### src/rtl/dco_bank_ctrl_pkg.sv
// Shared types and helpers for the DCO capacitor-bank controller.
package dco_bank_ctrl_pkg;

  typedef enum logic [1:0] {
    IDLE   = 2'd0,
    SLEW   = 2'd1,
    SETTLE = 2'd2
  } state_e;

  // Bits needed to hold any count in 0..n inclusive.
  function automatic int cnt_w(input int n);
    return $clog2(n + 1);
  endfunction

  function automatic int unsigned clamp(input int unsigned value, input int unsigned limit);
    return (value > limit) ? limit : value;
  endfunction

endpackage

### src/rtl/dco_bank_ctrl_if.sv
// Tuning-word handshake between the loop filter (master) and the bank controller (slave).
// A word transfers on the rising clk edge where otw_valid and otw_ready are both high;
// otw_valid while otw_ready is low is dropped, and the master may change the word freely then.
interface dco_bank_ctrl_if
  import dco_bank_ctrl_pkg::*;
#(
  parameter int LW     = cnt_w(5 * 5),
  parameter int MW     = cnt_w(16 * 16),
  parameter int SW     = cnt_w(16 * 16),
  parameter int FRAC_W = 6
);
  logic              otw_valid;
  logic              otw_ready;
  logic [LW-1:0]     otw_l;
  logic [MW-1:0]     otw_m;
  logic [SW-1:0]     otw_s;
  logic [FRAC_W-1:0] otw_frac;

  modport master (output otw_valid, otw_l, otw_m, otw_s, otw_frac, input otw_ready);
  modport slave  (input otw_valid, otw_l, otw_m, otw_s, otw_frac, output otw_ready);
endinterface

### src/rtl/dco_bank_ctrl_therm_rc_enc.sv
// Combinational count -> row-all / row / column encoder for one ROWS x COLS bank.
module therm_rc_enc
  import dco_bank_ctrl_pkg::*;
#(
  parameter int ROWS = 16,
  parameter int COLS = 16,
  parameter int CW   = cnt_w(ROWS * COLS)
) (
  input  logic [CW-1:0]   cnt_i,
  output logic [ROWS-1:0] rall_o,
  output logic [ROWS-1:0] row_o,
  output logic [COLS-1:0] col_o
);
  logic [CW-1:0] full_rows;
  logic [CW-1:0] partial;

  assign full_rows = cnt_i / CW'(COLS);
  assign partial   = cnt_i % CW'(COLS);

  // Full rows are driven by row-all; the single partial row uses row & col.
  for (genvar r = 0; r < ROWS; r++) begin : g_row
    assign rall_o[r] = (full_rows > CW'(r));
    assign row_o[r]  = (full_rows == CW'(r)) && (partial != '0);
  end

  for (genvar c = 0; c < COLS; c++) begin : g_col
    assign col_o[c] = (partial > CW'(c));
  end
endmodule

### src/rtl/dco_bank_ctrl.sv
// DCO cap-bank controller: clamps tuning words, slew-limits the medium bank, registers bank codes.
// Optional macro DCO_BANK_SD_DITHER_EN adds first-order sigma-delta dither on the small bank.
module dco_bank_ctrl
  import dco_bank_ctrl_pkg::*;
#(
  parameter int L_ROWS     = 5,
  parameter int L_COLS     = 5,
  parameter int M_ROWS     = 16,
  parameter int M_COLS     = 16,
  parameter int S_ROWS     = 16,
  parameter int S_COLS     = 16,
  parameter int FRAC_W     = 6,
  parameter int MAX_STEP_M = 16,
  parameter int SETTLE_CYC = 4
) (
  input  logic              clk,
  input  logic              rst_n,
  input  logic              pd_i,
  dco_bank_ctrl_if.slave    otw,
  output logic [L_ROWS-1:0] c_l_rall_o,
  output logic [L_ROWS-1:0] c_l_row_o,
  output logic [L_COLS-1:0] c_l_col_o,
  output logic [M_ROWS-1:0] c_m_rall_o,
  output logic [M_ROWS-1:0] c_m_row_o,
  output logic [M_COLS-1:0] c_m_col_o,
  output logic [S_ROWS-1:0] c_s_rall_o,
  output logic [S_ROWS-1:0] c_s_row_o,
  output logic [S_COLS-1:0] c_s_col_o,
  output logic              busy_o,
  output logic              settled_o,
  output state_e            dbg_state_o
);
  localparam int L_MAX  = L_ROWS * L_COLS;
  localparam int M_MAX  = M_ROWS * M_COLS;
  localparam int S_MAX  = S_ROWS * S_COLS;
  localparam int LW     = cnt_w(L_MAX);
  localparam int MW     = cnt_w(M_MAX);
  localparam int SW     = cnt_w(S_MAX);
  localparam int CW     = cnt_w(SETTLE_CYC);
  localparam int STEP_I = (MAX_STEP_M > M_MAX) ? M_MAX : MAX_STEP_M;
  localparam logic [MW-1:0] STEP     = MW'(STEP_I);
  localparam logic [CW-1:0] CNT_INIT = CW'(SETTLE_CYC - 1);

  state_e        state_q, state_d;
  logic [LW-1:0] cur_l_q, cur_l_d;
  logic [MW-1:0] cur_m_q, cur_m_d, tgt_m_q, tgt_m_d;
  logic [SW-1:0] cur_s_q, cur_s_d, s_cnt;
  logic [CW-1:0] cnt_q, cnt_d;
  logic          settled_q, settled_d;

  logic [LW-1:0] l_clamp;
  logic [MW-1:0] m_clamp, m_diff, m_next;
  logic [SW-1:0] s_clamp;

  assign l_clamp = LW'(clamp(32'(otw.otw_l), L_MAX));
  assign m_clamp = MW'(clamp(32'(otw.otw_m), M_MAX));
  assign s_clamp = SW'(clamp(32'(otw.otw_s), S_MAX));

  assign otw.otw_ready = (state_q == IDLE) && !pd_i;
  assign busy_o        = (state_q != IDLE);
  assign settled_o     = settled_q;
  assign dbg_state_o   = state_q;

  // Medium-bank step toward the target, limited to STEP cells per cycle.
  always_comb begin
    m_diff = (tgt_m_q > cur_m_q) ? (tgt_m_q - cur_m_q) : (cur_m_q - tgt_m_q);
    if (m_diff <= STEP)           m_next = tgt_m_q;
    else if (tgt_m_q > cur_m_q)   m_next = cur_m_q + STEP;
    else                          m_next = cur_m_q - STEP;
  end

  always_comb begin
    state_d   = state_q;
    cur_l_d   = cur_l_q;
    cur_m_d   = cur_m_q;
    cur_s_d   = cur_s_q;
    tgt_m_d   = tgt_m_q;
    cnt_d     = cnt_q;
    settled_d = settled_q;
    if (pd_i) begin
      state_d   = IDLE;
      settled_d = 1'b0;
      tgt_m_d   = cur_m_q;
    end else begin
      case (state_q)
        IDLE: begin
          if (otw.otw_valid) begin
            cur_l_d   = l_clamp;
            cur_s_d   = s_clamp;
            tgt_m_d   = m_clamp;
            settled_d = 1'b0;
            if (m_clamp == cur_m_q) begin
              state_d = SETTLE;
              cnt_d   = CNT_INIT;
            end else begin
              state_d = SLEW;
            end
          end
        end
        SLEW: begin
          cur_m_d = m_next;
          if (m_next == tgt_m_q) begin
            state_d = SETTLE;
            cnt_d   = CNT_INIT;
          end
        end
        SETTLE: begin
          if (cnt_q == '0) begin
            state_d   = IDLE;
            settled_d = 1'b1;
          end else begin
            cnt_d = cnt_q - CW'(1);
          end
        end
        default: state_d = IDLE;
      endcase
    end
  end

`ifdef DCO_BANK_SD_DITHER_EN
  logic [FRAC_W-1:0] acc_q, acc_d;
  logic [FRAC_W:0]   acc_sum;

  // The carry is suppressed in power-down so the small bank holds its base count.
  always_comb begin
    acc_sum = {1'b0, acc_q} + {1'b0, otw.otw_frac};
    acc_d   = pd_i ? acc_q : acc_sum[FRAC_W-1:0];
    s_cnt   = (acc_sum[FRAC_W] && !pd_i && (cur_s_q != SW'(S_MAX))) ? cur_s_q + SW'(1) : cur_s_q;
  end

  always_ff @(posedge clk or negedge rst_n) begin
    if (!rst_n) acc_q <= '0;
    else        acc_q <= acc_d;
  end
`else
  logic unused_frac;
  assign unused_frac = ^otw.otw_frac;
  assign s_cnt       = cur_s_q;
`endif

  logic [L_ROWS-1:0] l_rall_e, l_row_e;
  logic [L_COLS-1:0] l_col_e;
  logic [M_ROWS-1:0] m_rall_e, m_row_e;
  logic [M_COLS-1:0] m_col_e;
  logic [S_ROWS-1:0] s_rall_e, s_row_e;
  logic [S_COLS-1:0] s_col_e;

  therm_rc_enc #(.ROWS(L_ROWS), .COLS(L_COLS)) u_enc_l (
    .cnt_i(cur_l_q), .rall_o(l_rall_e), .row_o(l_row_e), .col_o(l_col_e));
  therm_rc_enc #(.ROWS(M_ROWS), .COLS(M_COLS)) u_enc_m (
    .cnt_i(cur_m_q), .rall_o(m_rall_e), .row_o(m_row_e), .col_o(m_col_e));
  therm_rc_enc #(.ROWS(S_ROWS), .COLS(S_COLS)) u_enc_s (
    .cnt_i(s_cnt), .rall_o(s_rall_e), .row_o(s_row_e), .col_o(s_col_e));

  always_ff @(posedge clk or negedge rst_n) begin
    if (!rst_n) begin
      state_q    <= IDLE;
      cur_l_q    <= '0;
      cur_m_q    <= '0;
      cur_s_q    <= '0;
      tgt_m_q    <= '0;
      cnt_q      <= '0;
      settled_q  <= 1'b0;
      c_l_rall_o <= '0;
      c_l_row_o  <= '0;
      c_l_col_o  <= '0;
      c_m_rall_o <= '0;
      c_m_row_o  <= '0;
      c_m_col_o  <= '0;
      c_s_rall_o <= '0;
      c_s_row_o  <= '0;
      c_s_col_o  <= '0;
    end else begin
      state_q    <= state_d;
      cur_l_q    <= cur_l_d;
      cur_m_q    <= cur_m_d;
      cur_s_q    <= cur_s_d;
      tgt_m_q    <= tgt_m_d;
      cnt_q      <= cnt_d;
      settled_q  <= settled_d;
      c_l_rall_o <= l_rall_e;
      c_l_row_o  <= l_row_e;
      c_l_col_o  <= l_col_e;
      c_m_rall_o <= m_rall_e;
      c_m_row_o  <= m_row_e;
      c_m_col_o  <= m_col_e;
      c_s_rall_o <= s_rall_e;
      c_s_row_o  <= s_row_e;
      c_s_col_o  <= s_col_e;
    end
  end
endmodule

### src/flat_wrapper.sv
// flat-port wrapper written by rule: the top's interface ports become plain ports
module dco_bank_ctrl_flat import dco_bank_ctrl_pkg::*;
#(
  parameter int L_ROWS     = 5,
  parameter int L_COLS     = 5,
  parameter int M_ROWS     = 16,
  parameter int M_COLS     = 16,
  parameter int S_ROWS     = 16,
  parameter int S_COLS     = 16,
  parameter int FRAC_W     = 6,
  parameter int MAX_STEP_M = 16,
  parameter int SETTLE_CYC = 4
)
  (clk, rst_n, pd_i, c_l_rall_o, c_l_row_o, c_l_col_o, c_m_rall_o, c_m_row_o, c_m_col_o, c_s_rall_o, c_s_row_o, c_s_col_o, busy_o, settled_o, dbg_state_o, otw_otw_valid, otw_otw_l, otw_otw_m, otw_otw_s, otw_otw_frac, otw_otw_ready);
  dco_bank_ctrl_if #(.FRAC_W(FRAC_W)) otw_i ();
  input  logic clk;
  input  logic rst_n;
  input  logic pd_i;
  output logic [L_ROWS-1:0] c_l_rall_o;
  output logic [L_ROWS-1:0] c_l_row_o;
  output logic [L_COLS-1:0] c_l_col_o;
  output logic [M_ROWS-1:0] c_m_rall_o;
  output logic [M_ROWS-1:0] c_m_row_o;
  output logic [M_COLS-1:0] c_m_col_o;
  output logic [S_ROWS-1:0] c_s_rall_o;
  output logic [S_ROWS-1:0] c_s_row_o;
  output logic [S_COLS-1:0] c_s_col_o;
  output logic busy_o;
  output logic settled_o;
  output state_e dbg_state_o;
  input wire logic [$bits(otw_i.otw_valid)-1:0] otw_otw_valid;
  input wire logic [$bits(otw_i.otw_l)-1:0] otw_otw_l;
  input wire logic [$bits(otw_i.otw_m)-1:0] otw_otw_m;
  input wire logic [$bits(otw_i.otw_s)-1:0] otw_otw_s;
  input wire logic [$bits(otw_i.otw_frac)-1:0] otw_otw_frac;
  output wire logic [$bits(otw_i.otw_ready)-1:0] otw_otw_ready;
  assign otw_i.otw_valid = otw_otw_valid;
  assign otw_i.otw_l = otw_otw_l;
  assign otw_i.otw_m = otw_otw_m;
  assign otw_i.otw_s = otw_otw_s;
  assign otw_i.otw_frac = otw_otw_frac;
  assign otw_otw_ready = otw_i.otw_ready;
  dco_bank_ctrl #(.L_ROWS(L_ROWS), .L_COLS(L_COLS), .M_ROWS(M_ROWS), .M_COLS(M_COLS), .S_ROWS(S_ROWS), .S_COLS(S_COLS), .FRAC_W(FRAC_W), .MAX_STEP_M(MAX_STEP_M), .SETTLE_CYC(SETTLE_CYC)) u_core (.clk(clk), .rst_n(rst_n), .pd_i(pd_i), .otw(otw_i), .c_l_rall_o(c_l_rall_o), .c_l_row_o(c_l_row_o), .c_l_col_o(c_l_col_o), .c_m_rall_o(c_m_rall_o), .c_m_row_o(c_m_row_o), .c_m_col_o(c_m_col_o), .c_s_rall_o(c_s_rall_o), .c_s_row_o(c_s_row_o), .c_s_col_o(c_s_col_o), .busy_o(busy_o), .settled_o(settled_o), .dbg_state_o(dbg_state_o));
endmodule
### config.mk
export PLATFORM = sky130hd
export DESIGN_NAME = dco_bank_ctrl_flat
export DESIGN_NICKNAME = d
export VERILOG_FILES = /design/src/rtl/dco_bank_ctrl_pkg.sv /design/src/rtl/dco_bank_ctrl_if.sv /design/src/rtl/dco_bank_ctrl_therm_rc_enc.sv /design/src/rtl/dco_bank_ctrl.sv /design/src/flat_wrapper.sv
export SDC_FILE = /design/constraint.sdc
export NUM_CORES = 1
export LEC_CHECK = 0
export BUFFER_PORTS_ARGS = -buffer_cell sky130_fd_sc_hd__buf_2
export CAP_MARGIN = 20
export CORE_MARGIN = 2
export CORE_UTILIZATION = 30
export CTS_CLUSTER_DIAMETER = 40
export DETAILED_ROUTE_END_ITERATION = 10
export GPL_ROUTABILITY_DRIVEN = 1
export MAX_ROUTING_LAYER = met4
export SLEW_MARGIN = 20
export SYNTH_ARGS = -nofsm -noshare
export SYNTH_HDL_FRONTEND = slang
export SYNTH_HIERARCHICAL = 1
export SYNTH_SLANG_ARGS = --single-unit
### constraint.sdc
create_clock -name clk -period 4.9 [get_ports clk]
set_clock_uncertainty 0.2 [all_clocks]
set_input_delay 0.735 -clock clk [delete_from_list [all_inputs] [get_ports clk]]
set_output_delay 0.735 -clock clk [all_outputs]
set_load 0.1 [all_outputs]
==> reports/metrics.csv, run 1 <==
stage;metric;value;unit
cts;CTS Buf Count;17;
finish;# fillers;2367;
setup_path;Critical Path End Type;flip-flop;
timing;Fmax achieved;248;MHz
floorplanning;Die H;159;um
outcome;status;finished clean;
setup_path;r2r endpoint;u_core/cnt_q[0];
yosys;Post-synth EDFFs;0;
setup_path;crit-path max FO;14;
global_routing;total grt overflow;0;
routing;via count;5347;
global_routing;vias in the first global route;5260;
yosys;Unique masters post-synth;73;
cts;CTS-repair resized insts;0;
setup_path;Data arrival, critical path;4.17;ns
setup_path;Critical Setup Path Class;reg2reg;
run;number of max-cap violations;0;
setup_path;CP delay by family, top;compound AO/OA/AOI/OAI gates;
routing;drt first pass iters;5;
setup_path;WP depth;15;
timing;Final Max Slew Viols;0;
global_routing;Total GRT Usage;14.2;%
finish;Area Overhead vs Synth;21.7;%
setup_path;slowest stage delay, CP;0.48;ns
floorplanning;core area;0.0235;mm2
floorplanning;row count;56;
cts;Post-CTS Repair Setup Buffers;0;
yosys;Syn Area/Cell;10.5;um2
routing;Detail Route Antenna Nets;0;
place;GP Congestion;0.852;
yosys;ys async rst share;100;%
setup_path;Worst Path Required;5.05;ns
cts;TritonCTS clock tree;yes;
finish;commonest non-fill, non-tap cell in the layout;dfrtp_1;
cts;clock sinks;149;
finish;layout net count;864;
yosys;Synth Register Bits;149;
timing;slew at the pin with the worst max-slew slack;0.803;ns
setup_path;CP Launch Type;flip-flop;
timing;final hold vios;0;
yosys;cell count after synthesis;688;
floorplanning;Initial Util;30.6;%
setup_path;Slowest-stage cell, CP;ha_1;
place;I/O Buffers;142;
yosys;post-synthesis sequential area ratio;51.7;%
timing;final setup fails;0;
place;dpl hpwl;12000;um
setup_path;path depth of the worst reg2reg path;15;
global_routing;first-pass GRT wire length;28100;um
floorplanning;Die Wd;159;um
timing;Slew headroom;46.3;%
setup_path;CP bufs+invs;2;
cts;Clk pin slew, worst setup/hold paths;0.06;ns
yosys;Mapped Nets;746;
routing;wire per inst;14.8;um
global_routing;initial antenna violation count;1;
yosys;Synth Cell Area;0.00721;mm2
timing;minimum clock period;4.03;ns
routing;routed wire length;16900;um
finish;most frequent cells in the layout;149 x dfrtp_1, 141 x buf_2, 49 x nand2_1;
floorplanning;# IOs;149;
timing;RSZ-0062 raised after global routing;no;
floorplanning;die footprint;0.0253;mm2
setup_path;setup slack, reg-to-reg;0.87;ns
yosys;ys flop type;dfrtp_1;
timing;setup TNS;0;ns
hold_path;HP Class;in2async;
routing;post-DR vias/cell;4.69;
yosys;Yosys warnings;6;
setup_path;critical path, cell by cell;ha_1, a21oi_2, nor2b_1, o21a_1, o31ai_4, inv_2, fa_1, inv_1, a21o_1, a21oi_1, xnor2_1, xnor3_1, o31ai_1, o31ai_1, a21oi_1;
cts;Root Buffer;clkbuf_16;
setup_path;R2R Path Start;u_core/tgt_m_q[6];
timing;Final Cycle Share;82.2;%
cts;Clock Latency Late Sink;0.42;ns
cts;hold buffer count at CTS;0;
cts;H-Tree Depth;4;
finish;share of cells above drive strength 1;25.9;%
routing;drc violations;0;
global_routing;largest net degree at the start of global routing;69;
routing;Detailed Route Iter0 Violations;260;
cts;Bufs on Longest Clock Path;2;
[logic make-up (layout without fill, tap and decap cells)]
logic type | after synthesis | in the layout | share of synthesized area (%)
AND/OR/NAND/NOR | 233 | 233 | 18.0
AO/OA/AOI/OAI | 149 | 149 | 14.3
XOR/XNOR | 26 | 26 | 3.45
flip-flops | 149 | 149 | 51.7
other | 3 | 4 | 0.156
buffers and inverters | 90 | 221 | 5.80
adder cells (fa/ha/maj) | 25 | 25 | 4.65
multiplexers | 13 | 13 | 1.86
[layer usage]
| layer | up-vias | global-route usage (%) | part of all wire [%] |
|---|---|---|---|
| met5 | - | - | 0 |
| met4 | 0 | 4.50 | 1.5 |
| met3 | 15 | 4.38 | 6.3 |
| met2 | 146 | 21.9 | 47 |
| met1 | 2553 | 17.9 | 45 |
| li1 | 2633 | - | - |
[worst max path at each step]
stage,start,end,slack [ns]
after floorplan,u_core/dbg_state_o[0],u_core/cur_s_q[1],0.68
after global placement,u_core/tgt_m_q[6],u_core/cnt_q[1],0.98
after detailed placement,u_core/tgt_m_q[6],u_core/cnt_q[0],0.89
after CTS,u_core/tgt_m_q[6],u_core/cnt_q[0],0.86
after global routing,u_core/tgt_m_q[6],u_core/cnt_q[1],0.59
final,u_core/tgt_m_q[6],u_core/cnt_q[0],0.87
[flip-flops by register name, summed over array words and instances, names as in the netlist]
signal              count
u_core/c_s_rall_o      16
u_core/cnt_q            3
u_core/c_l_row_o        5
u_core/c_s_row_o       16
u_core/cur_l_q          5
u_core/cur_m_q          9
u_core/settled_o        1
u_core/c_s_col_o       16
u_core/c_m_row_o       16
u_core/dbg_state_o      2
u_core/c_l_col_o        5
u_core/tgt_m_q          9
u_core/c_m_rall_o      16
u_core/c_l_rall_o       5
u_core/c_m_col_o       16
u_core/cur_s_q          9
[through the flow]
step                      area (um2)  setup WS, ns  instances  utilization, %  hold WS [ns]
after floorplan                 7210         0.679        688               -         0.239
after global placement          8120         0.977       1106            34.5         0.333
after detailed placement        8120         0.895       1106            34.5         0.344
after CTS                       8750         0.865       1138            37.2         0.122
after global routing            8770         0.593       1139            37.3         0.136
final                           8770         0.874       1139            37.3         0.101
[layout make-up]
type	instances	area (um2)	share of cell area (%)
inverter	36	135	1.54
timing repair buffer	153	800	9.12
clock buffer	18	439	5.01
tap	319	399	4.55
sequential	149	3730	42.5
multi-input combinational	449	3080	35.1
antenna	1	2.50	0.0285
clock inverter	14	188	2.14
[synth_stat cells (13+ instances only)]
library cell	number	area [um2]
ha_1	22	275
a21oi_1	29	145
nor2_1	36	135
clkbuf_1	24	90.1
nand2_1	49	184
nand2b_1	28	175
a211oi_1	13	97.6
dfrtp_1	149	3730
xnor2_1	13	114
o21ai_0	29	145
inv_1	35	131
nor3_1	31	155
buf_2	16	80.1
Power of run 1 is not shown: default switching activity piles up to over one toggle a cycle in this logic, so the estimate is an artifact.
==> run 2: changes to the inputs <==
clock period = 3.25 ns   (was 4.9 ns; I/O delays follow)
==> run 2 against run 1 <==
Effect of this change: the run now ends with setup timing left; worst hold slack improved by 0.012 ns; non-clock buffer count is 55 higher; critical path type unchanged; sequential cell count unchanged; critical path depth is 1 higher; count of clock-buffer cells in the layout is 1 lower; global-route usage is 0.57 points higher; first-iteration DRC count grew 28%; cell area increased by 7.2%.
==> reports/metrics.csv, run 2 (synthesis gave the netlist of run 1 again) <==
stage;metric;value;unit
outcome;status;finished with violations;
outcome;failing checks;setup timing;
floorplanning;Die Wd;159;um
timing;setup TNS;-0.187;ns
place;dpl hpwl;12700;um
routing;drc violations;0;
cts;Clock Latency Late Sink;0.42;ns
setup_path;Critical Setup Path Class;reg2reg;
cts;CTS Buf Count;17;
place;I/O Buffers;142;
cts;TritonCTS clock tree;yes;
cts;Root Buffer;clkbuf_16;
cts;H-Tree Depth;4;
floorplanning;Die H;159;um
global_routing;vias in the first global route;5536;
timing;Fmax achieved;301;MHz
floorplanning;Initial Util;30.6;%
setup_path;CP Launch Type;flip-flop;
timing;minimum clock period;3.32;ns
routing;drt first pass iters;4;
timing;RSZ-0062 raised after global routing;yes;
floorplanning;core area;0.0235;mm2
finish;Area Overhead vs Synth;30.4;%
setup_path;Critical Path End Type;flip-flop;
routing;post-DR vias/cell;4.72;
run;number of max-cap violations;0;
place;GP Congestion;0.841;
timing;Final Max Slew Viols;0;
global_routing;total grt overflow;0;
timing;final setup fails;4;
setup_path;Data arrival, critical path;3.42;ns
global_routing;first-pass GRT wire length;29100;um
routing;via count;5635;
timing;slew at the pin with the worst max-slew slack;0.663;ns
global_routing;Total GRT Usage;14.8;%
global_routing;largest net degree at the start of global routing;69;
place;Cell Area, Placed;0.00858;mm2
finish;commonest non-fill, non-tap cell in the layout;dfrtp_1;
finish;Final Cell Area;0.00940;mm2
finish;# fillers;2293;
cts;clock sinks;149;
timing;Slew headroom;55.8;%
hold_path;HP Class;in2reg;
cts;Bufs on Longest Clock Path;2;
floorplanning;# IOs;149;
finish;layout net count;919;
setup_path;Worst Path Required;3.35;ns
finish;share of cells above drive strength 1;34.9;%
timing;Final Cycle Share;102;%
floorplanning;row count;56;
timing;post-route setup slack;-0.0668;ns
setup_path;crit-path max FO;3;
cts;Clk pin slew, worst setup/hold paths;0.06;ns
routing;Detailed Route Iter0 Violations;332;
timing;final hold vios;0;
finish;most frequent cells in the layout;143 x dfrtp_1, 141 x buf_2, 60 x buf_4;
routing;wire per inst;15.1;um
routing;routed wire length;18000;um
routing;Detail Route Antenna Nets;0;
floorplanning;die footprint;0.0253;mm2
global_routing;initial antenna violation count;1;
==> run 2: path summary, 6_finish.rpt <==
check                             startpoint                   to  slack, ns  depth (start not counted)
setup / recovery           u_core/cur_m_q[3]      u_core/cnt_q[2]      -0.07                         16
hold / removal                  otw_otw_l[4]    u_core/cur_l_q[4]       0.11                          2
setup reg to reg           u_core/cur_m_q[3]      u_core/cnt_q[2]      -0.07                         16
hold reg to reg              u_core/cnt_q[1]      u_core/cnt_q[1]       0.35                          2
max in group asynchronous              rst_n  u_core/c_l_row_o[4]       1.69                          3
min in group asynchronous              rst_n  u_core/c_m_row_o[7]       0.43                          2
==> run 2: cell type report <==
class	count	area [um2]	share of cell area [%]
Antenna cell	1	2.50	0.0266
Tap cell	319	399	4.25
Clock inverter	15	169	1.80
Timing Repair Buffer	208	1250	13.3
Clock buffer	17	425	4.53
Multi-Input combinational cell	449	3270	34.8
Inverter	36	144	1.53
Sequential cell	149	3740	39.7
==> run 2: what timing repair did <==
action | CTS | global route
hold buffers | 1 | 0
setup buffers | 7 | 4
gates resized for setup | 8 | 17
endpoints found under the hold margin | 59 | 0
cloned | 0 | 0
setup endpoints to repair | 6 | 14
pin swaps | 15 | 16
==> run 2: layer usage <==
metal | vias to the layer above | track usage [%] | part of all wire (%)
met5 | - | - | 0
met1 | 2727 | 18.4 | 45
met2 | 145 | 24.2 | 48
met4 | 0 | 4.17 | 1.4
met3 | 21 | 3.44 | 5.0
li1 | 2742 | - | -
==> run 2: critical path, stage by stage (launching register included) <==
cell and delay [ns]:
dfrtp_2 0.40, inv_2 0.07, ha_4 0.20, a21o_1 0.16, a21oi_2 0.15, a21oi_2 0.09, o31ai_4 0.28, inv_2 0.08
fa_2 0.37, inv_2 0.05, a21o_1 0.11, a21oi_2 0.07, xnor2_2 0.17, xnor3_1 0.27, o31ai_4 0.27, or2_4 0.18
a31oi_4 0.06
==> run 2: stage by stage <==
step / hold slack, ns / setup slack [ns] / std cells / util [%]
after floorplan: -0.00809 / -0.299 / 688 / -
after global placement: 0.304 / -0.161 / 1152 / 36.4
after detailed placement: 0.309 / -0.190 / 1152 / 36.4
after CTS: 0.0966 / -0.0781 / 1192 / 39.5
after global routing: 0.109 / -0.275 / 1194 / 39.9
final: 0.114 / -0.0668 / 1194 / 39.9
Power of run 2 is left out for the same reason.
